**src/rtl/fgen_ctrl.sv**
```systemverilog
// fgen_ctrl: sequencing controller for funct_generator.
// Drives the generator's enable, config strobe, amplitude and waveform select,
// runs bursts of a programmed sample count, throttles on FIFO almost-full and
// reports progress and overflow.
// Optional feature macro: FGEN_CTRL_AUTO_RESTART_EN, which restarts a burst that
// ended by count straight into RUN with the captured settings.

package fifo_defines_pkg;
  localparam int INT_BITS = 16;
endpackage

module fgen_ctrl #(
  parameter int INT_BITS    = fifo_defines_pkg::INT_BITS,
  parameter int CNT_W       = 16,
  parameter int CONF_CYCLES = 2
) (
  input  logic                       clk,
  input  logic                       rst,
  input  logic                       start_i,
  input  logic                       stop_i,
  input  logic signed [INT_BITS-1:0] cfg_amp_i,
  input  logic        [1:0]          cfg_sel_i,
  input  logic        [CNT_W-1:0]    burst_len_i,
  input  logic                       fifo_full_i,
  input  logic                       fifo_afull_i,
  input  logic                       gen_wr_i,
  output logic                       en_low_o,
  output logic                       enh_conf_o,
  output logic        [INT_BITS-1:0] amp_o,
  output logic        [1:0]          sel_o,
  output logic                       busy_o,
  output logic                       done_o,
  output logic        [CNT_W-1:0]    sample_cnt_o,
  output logic                       overflow_o
);

  localparam logic [2:0] S_IDLE  = 3'd0;
  localparam logic [2:0] S_CONFI = 3'd1;
  localparam logic [2:0] S_RUN   = 3'd2;
  localparam logic [2:0] S_HOLD  = 3'd3;
  localparam logic [2:0] S_DONE  = 3'd4;

  localparam logic [CNT_W-1:0] CNT_MAX   = '1;
  localparam logic [3:0]       CONF_LAST = 4'(CONF_CYCLES - 1);

  logic [2:0]       state_q, state_d;
  logic [3:0]       conf_cnt_q;
  logic             stop_pend_q;
  logic [CNT_W-1:0] len_q;
  logic             len_nz;
  logic             burst_done;
  logic             counting;
  logic             accept_start;
  logic             restart;

  assign len_nz       = (len_q != '0);
  // The sample written this cycle is the last one of a finite burst.
  assign burst_done   = len_nz && gen_wr_i && (sample_cnt_o == len_q - CNT_W'(1));
  assign counting     = (state_q == S_RUN) || (state_q == S_HOLD) || (state_q == S_DONE);
  assign accept_start = (state_q == S_IDLE) && start_i;

`ifdef FGEN_CTRL_AUTO_RESTART_EN
  assign restart = (state_q == S_DONE) && (state_d == S_RUN);
`else
  assign restart = 1'b0;
`endif

  // Next-state decode; RUN/HOLD priority is stop, then burst end, then throttle.
  always_comb begin
    // NOTE: default assignment first so every path drives state_d and no latch is inferred.
    state_d = state_q;
    case (state_q)
      S_IDLE:  if (start_i) state_d = S_CONFI;
      S_CONFI: if (conf_cnt_q == CONF_LAST)
                 state_d = (stop_pend_q || stop_i) ? S_DONE : S_RUN;
      S_RUN: begin
        if (stop_i || burst_done) state_d = S_DONE;
        else if (fifo_afull_i)    state_d = S_HOLD;
      end
      S_HOLD: begin
        if (stop_i || burst_done) state_d = S_DONE;
        else if (!fifo_afull_i)   state_d = S_RUN;
      end
`ifdef FGEN_CTRL_AUTO_RESTART_EN
      S_DONE:  state_d = (!stop_pend_q && len_nz) ? S_RUN : S_IDLE;
`else
      S_DONE:  state_d = S_IDLE;
`endif
      default: state_d = S_IDLE;
    endcase
  end

  // State register and config-strobe timer.
  always_ff @(posedge clk or negedge rst) begin
    if (!rst) begin
      // NOTE: sequential state uses non-blocking assignments so all registers update together.
      state_q    <= S_IDLE;
      conf_cnt_q <= '0;
    end else begin
      state_q    <= state_d;
      conf_cnt_q <= (state_q == S_CONFI) ? conf_cnt_q + 4'd1 : 4'd0;
    end
  end

  // Captured configuration, stop-pending flag, sample counter and sticky overflow.
  always_ff @(posedge clk or negedge rst) begin
    if (!rst) begin
      amp_o        <= '0;
      sel_o        <= '0;
      len_q        <= '0;
      stop_pend_q  <= 1'b0;
      sample_cnt_o <= '0;
      overflow_o   <= 1'b0;
    end else if (accept_start) begin
      amp_o        <= cfg_amp_i;
      sel_o        <= cfg_sel_i;
      len_q        <= burst_len_i;
      stop_pend_q  <= 1'b0;
      sample_cnt_o <= '0;
      overflow_o   <= 1'b0;
    end else begin
      // A stop seen in CONFI is remembered until the strobe completes;
      // in RUN/HOLD it marks the burst as stop-terminated.
      if (stop_i && (state_q == S_CONFI || state_q == S_RUN || state_q == S_HOLD))
        stop_pend_q <= 1'b1;
      if (restart)
        sample_cnt_o <= '0;
      else if (gen_wr_i && counting && sample_cnt_o != CNT_MAX)
        sample_cnt_o <= sample_cnt_o + CNT_W'(1);
      if (gen_wr_i && fifo_full_i)
        overflow_o <= 1'b1;
    end
  end

  // Control outputs decoded from the state register only.
  assign en_low_o   = (state_q != S_RUN);
  assign enh_conf_o = (state_q == S_CONFI);
  assign busy_o     = (state_q != S_IDLE);
  assign done_o     = (state_q == S_DONE);

endmodule

```
**config.mk**
```make
export PLATFORM = sky130hd
export DESIGN_NAME = fgen_ctrl
export DESIGN_NICKNAME = d
export VERILOG_FILES = /design/src/rtl/fgen_ctrl.sv
export SDC_FILE = /design/constraint.sdc
export NUM_CORES = 1
export LEC_CHECK = 0
export ABC_AREA = 1
export BUFFER_PORTS_ARGS = -buffer_cell sky130_fd_sc_hd__buf_2
export CAP_MARGIN = 10
export CORE_MARGIN = 2
export CORE_UTILIZATION = 58
export DETAILED_ROUTE_END_ITERATION = 7
export PLACE_DENSITY = 0.91
export SKIP_CTS_REPAIR_TIMING = 1
export SLEW_MARGIN = 20
export SYNTH_ARGS = -nofsm -noshare
export SYNTH_HDL_FRONTEND = slang
export SYNTH_SLANG_ARGS = --single-unit
```
**constraint.sdc**
```tcl
create_clock -name clk -period 2.5 [get_ports clk]
set_input_delay 0 -clock clk [delete_from_list [all_inputs] [get_ports clk]]
set_output_delay 0 -clock clk [all_outputs]
set_load 0.05 [all_outputs]
```
==> impl_metrics.tcl <==
set metrics [dict create \
    run_status "finished clean" \
    multi_input_comb_area_mm2 0.00159 \
    grt_antenna_before_repair 0 \
    slew_at_the_pin_with_the_worst_max_slew_slack_ns 0.457 \
    power_density_mw_per_mm2 1210 \
    clk_latency_ns 0.35 \
    pwr-share-clk 0.189 \
    power.ir.vdd_worst_mv 0.935 \
    cts.sinks 59 \
    net-switching-power_uw 2680 \
    power.internal_uw 2610 \
    fin_skew_ns 0.0159 \
    io_buffer_count 79 \
    setup-violations-final 0 \
    drc 0 \
    grt_overflow_total 0 \
    power.share.switching 0.506 \
    synth_cells 447 \
    start_point_of_the_worst_min_delay_path "gen_wr_i" \
    yosys.area.top_type "sky130_fd_sc_hd__dfrtp_1" \
    timing.max_cap.violations 0 \
    synth_area_per_cell_um2 7.36 \
    drt_pass1_iterations 5 \
    dominantRegCellSynth "sky130_fd_sc_hd__dfrtp_1" \
    timing.final.max_slew_violations 0 \
    fmaxAchievable_ghz 0.472 \
    yosys_warnings 0 \
    critical_path.endpoint_type "register" \
    dp_hpwl_mm 6.33 \
    area.growth.synth_to_final_pct 32.6 \
    fill_cells 382 \
    reg2reg_from "len_q[0]$_DFFE_PN0P_" \
    finalHoldViolations 0 \
    global_route_usage_over_all_layers 0.290 \
    grt_pass1_wl_mm 14.1 \
    cts_buffer_count 9 \
    edff_count_synth 0 \
    seqPwrFrac 0.313 \
    synth_fp_nets 493 \
    ant_nets 0 \
    cts_tree "yes" \
    comb_power_share 0.497 \
    clock_path_buffers 2 \
    worst_hold_path_type "in2reg" \
    die-height_um 79.3 \
    synthArstFlopShare 1.00 \
    ys_types 29 \
    wirelength_mm 9.93 \
    sequential_cell_area_mm2 0.00148 \
    detail_route.vias_per_cell 5.48 \
    grt_setup_unrepaired "false" \
    vias_in_the_first_global_route 3074 \
    crit_required_ns 2.75 \
    finalSetupTns_ns 0 \
    proportion_of_layout_cells_with_a_drive_suffix_above_1 0.208 \
    worstSetupStartpoint "len_q[0]$_DFFE_PN0P_" \
    worst_hold_slack_ns 0.00887 \
    cell_types_with_the_largest_area_share_after_synthesis "sky130_fd_sc_hd__dfrtp_1 (45%), sky130_fd_sc_hd__nand2_1 (19%), sky130_fd_sc_hd__inv_1 (5.7%)" \
    core_box_area_mm2 0.00551 \
    power_leakage_uw 0.00225 \
    timing.critical_path.arrival_ns 2.37 \
    row_count 27 \
    root_buffer "sky130_fd_sc_hd__clkbuf_8" \
    fp.dieArea_mm2 0.00629 \
    initial_utilization 0.597 \
    synth.most_common_cell "sky130_fd_sc_hd__nand2_1" \
    critical_path_peak_fanout 5 \
    finish.net_count 614 \
    postSynthRegisterBits 59 \
    initialDrtViolationCount 290 \
    critical_path.startpoint_type "register" \
    synthesis.area_mm2 0.00329 \
    synth_top_area_frac 0.449 \
    dieWidth_um 79.3 \
    min_period_ns 2.12 \
    cts.clk_slew.worst_paths_ns 0.08 \
    timing.slew.headroom 0.695 \
    layout_worst_path_cycle_share 0.848 \
    seq_total_area_yosys 0.449 \
    antenna_cells 0 \
    grt_start_max_net_pins 46 \
    floorplan.io_pins 80 \
    gpl.final_weighted_congestion 0.937 \
    num_vias 3537 \
    routed_wire_length_per_instance_um 15.4 \
    timing.setup.critical_path_class "reg2reg" \
    htree_num_levels 3 \
    yosys-top-cells-count "sky130_fd_sc_hd__nand2_1 (165), sky130_fd_sc_hd__dfrtp_1 (59), sky130_fd_sc_hd__inv_1 (50), sky130_fd_sc_hd__nor2_1 (37), sky130_fd_sc_hd__nand3_1 (23)" \
]
[path summary, 6_finish.rpt]
path / to / slack (ns) / depth (start not counted)
max in group asynchronous: conf_cnt_q[2]$_DFF_PN0_ / 1.64 / 3
setup / recovery: state_q[0]$_DFFE_PN0P_ / 0.38 / 15
setup reg to reg: state_q[0]$_DFFE_PN0P_ / 0.38 / 15
hold / removal: overflow_o$_DFFE_PN0P_ / 0.009 / 5
min in group asynchronous: len_q[4]$_DFFE_PN0P_ / 0.12 / 2
hold reg to reg: amp_o[14]$_DFFE_PN0P_ / 0.48 / 2
[power groups by stage]
stage	logic [µW]	registers, µW	clock network (µW)
floorplan	1330	2170	0
global placement	2410	1620	0
detailed placement	2520	1630	0
CTS	2520	1620	997
global route	2880	1690	1050
finish	2630	1660	1000
[cell families after synthesis]
kind of cell    after synthesis  synth area share
simple gates                261             0.342
xor+xnor                     18            0.0479
compound gates               43            0.0712
flops                        59             0.449
buf+inv                      61            0.0704
fa+ha+maj                     5            0.0190
[worst max-delay path, cell delays in order (launching register included)]
cell                      delay (ns)
sky130_fd_sc_hd__dfrtp_1        0.41
sky130_fd_sc_hd__inv_1          0.15
sky130_fd_sc_hd__ha_1           0.25
sky130_fd_sc_hd__nand2_1        0.12
sky130_fd_sc_hd__nor2_1         0.24
sky130_fd_sc_hd__nand2_1        0.09
sky130_fd_sc_hd__nand2_1        0.06
sky130_fd_sc_hd__nand2_1        0.04
sky130_fd_sc_hd__nor2_1         0.09
sky130_fd_sc_hd__nand2_1        0.06
sky130_fd_sc_hd__nor2_1         0.11
sky130_fd_sc_hd__nand3_2        0.14
sky130_fd_sc_hd__nand3_1        0.10
sky130_fd_sc_hd__nand2_1        0.06
sky130_fd_sc_hd__nand3_1        0.07
sky130_fd_sc_hd__nand2_1        0.05
[layout make-up]
type	instances	share of cell area
multi-input combinational	327	0.364
sequential	59	0.339
timing repair buffer	119	0.180
inverter	52	0.0448
clock buffer	10	0.0316
tap	72	0.0207
clock inverter	6	0.0204
[sequential cells by signal, summed over array words and instances (netlist names)]
signal / cells
amp_o: 16
conf_cnt_q: 4
len_q: 16
overflow_o: 1
sample_cnt_o: 16
sel_o: 2
state_q: 3
stop_pend_q: 1
[layer usage]
metal,share of wire,wire length [µm],vias to the layer above,track usage
li1,-,-,1645,-
met1,0.38,3740,1650,0.352
met2,0.50,5000,199,0.486
met3,0.080,796,43,0.0727
met4,0.039,384,0,0.129
met5,0,0,-,0
[placed cells by master (no fill, tap or decap), drive strengths merged, types with 5 or more instances in the layout]
cell type	instances
nor3	15
dlygate4sd3	36
o21ai	23
xnor2	7
buf	83
nand4	5
ha	5
nand2	167
a21oi	14
dfrtp	59
clkbuf	10
nand3	25
inv	52
nor2	48
xor2	11
[stage by stage]
step / area, µm² / utilization / instances / worst slack [ns] / total power [µW]
final: 4360 / 0.792 / 645 / 0.379 / 5290
after global routing: 4360 / 0.792 / 645 / 0.179 / 5620
after global placement: 3770 / 0.685 / 593 / 0.620 / 4030
after floorplan: 3290 / - / 447 / 0.387 / 3510
after CTS: 4000 / 0.726 / 609 / 0.453 / 5150
after detailed placement: 3770 / 0.685 / 593 / 0.451 / 4150
Note: power is estimated with default switching activity, not from simulation.
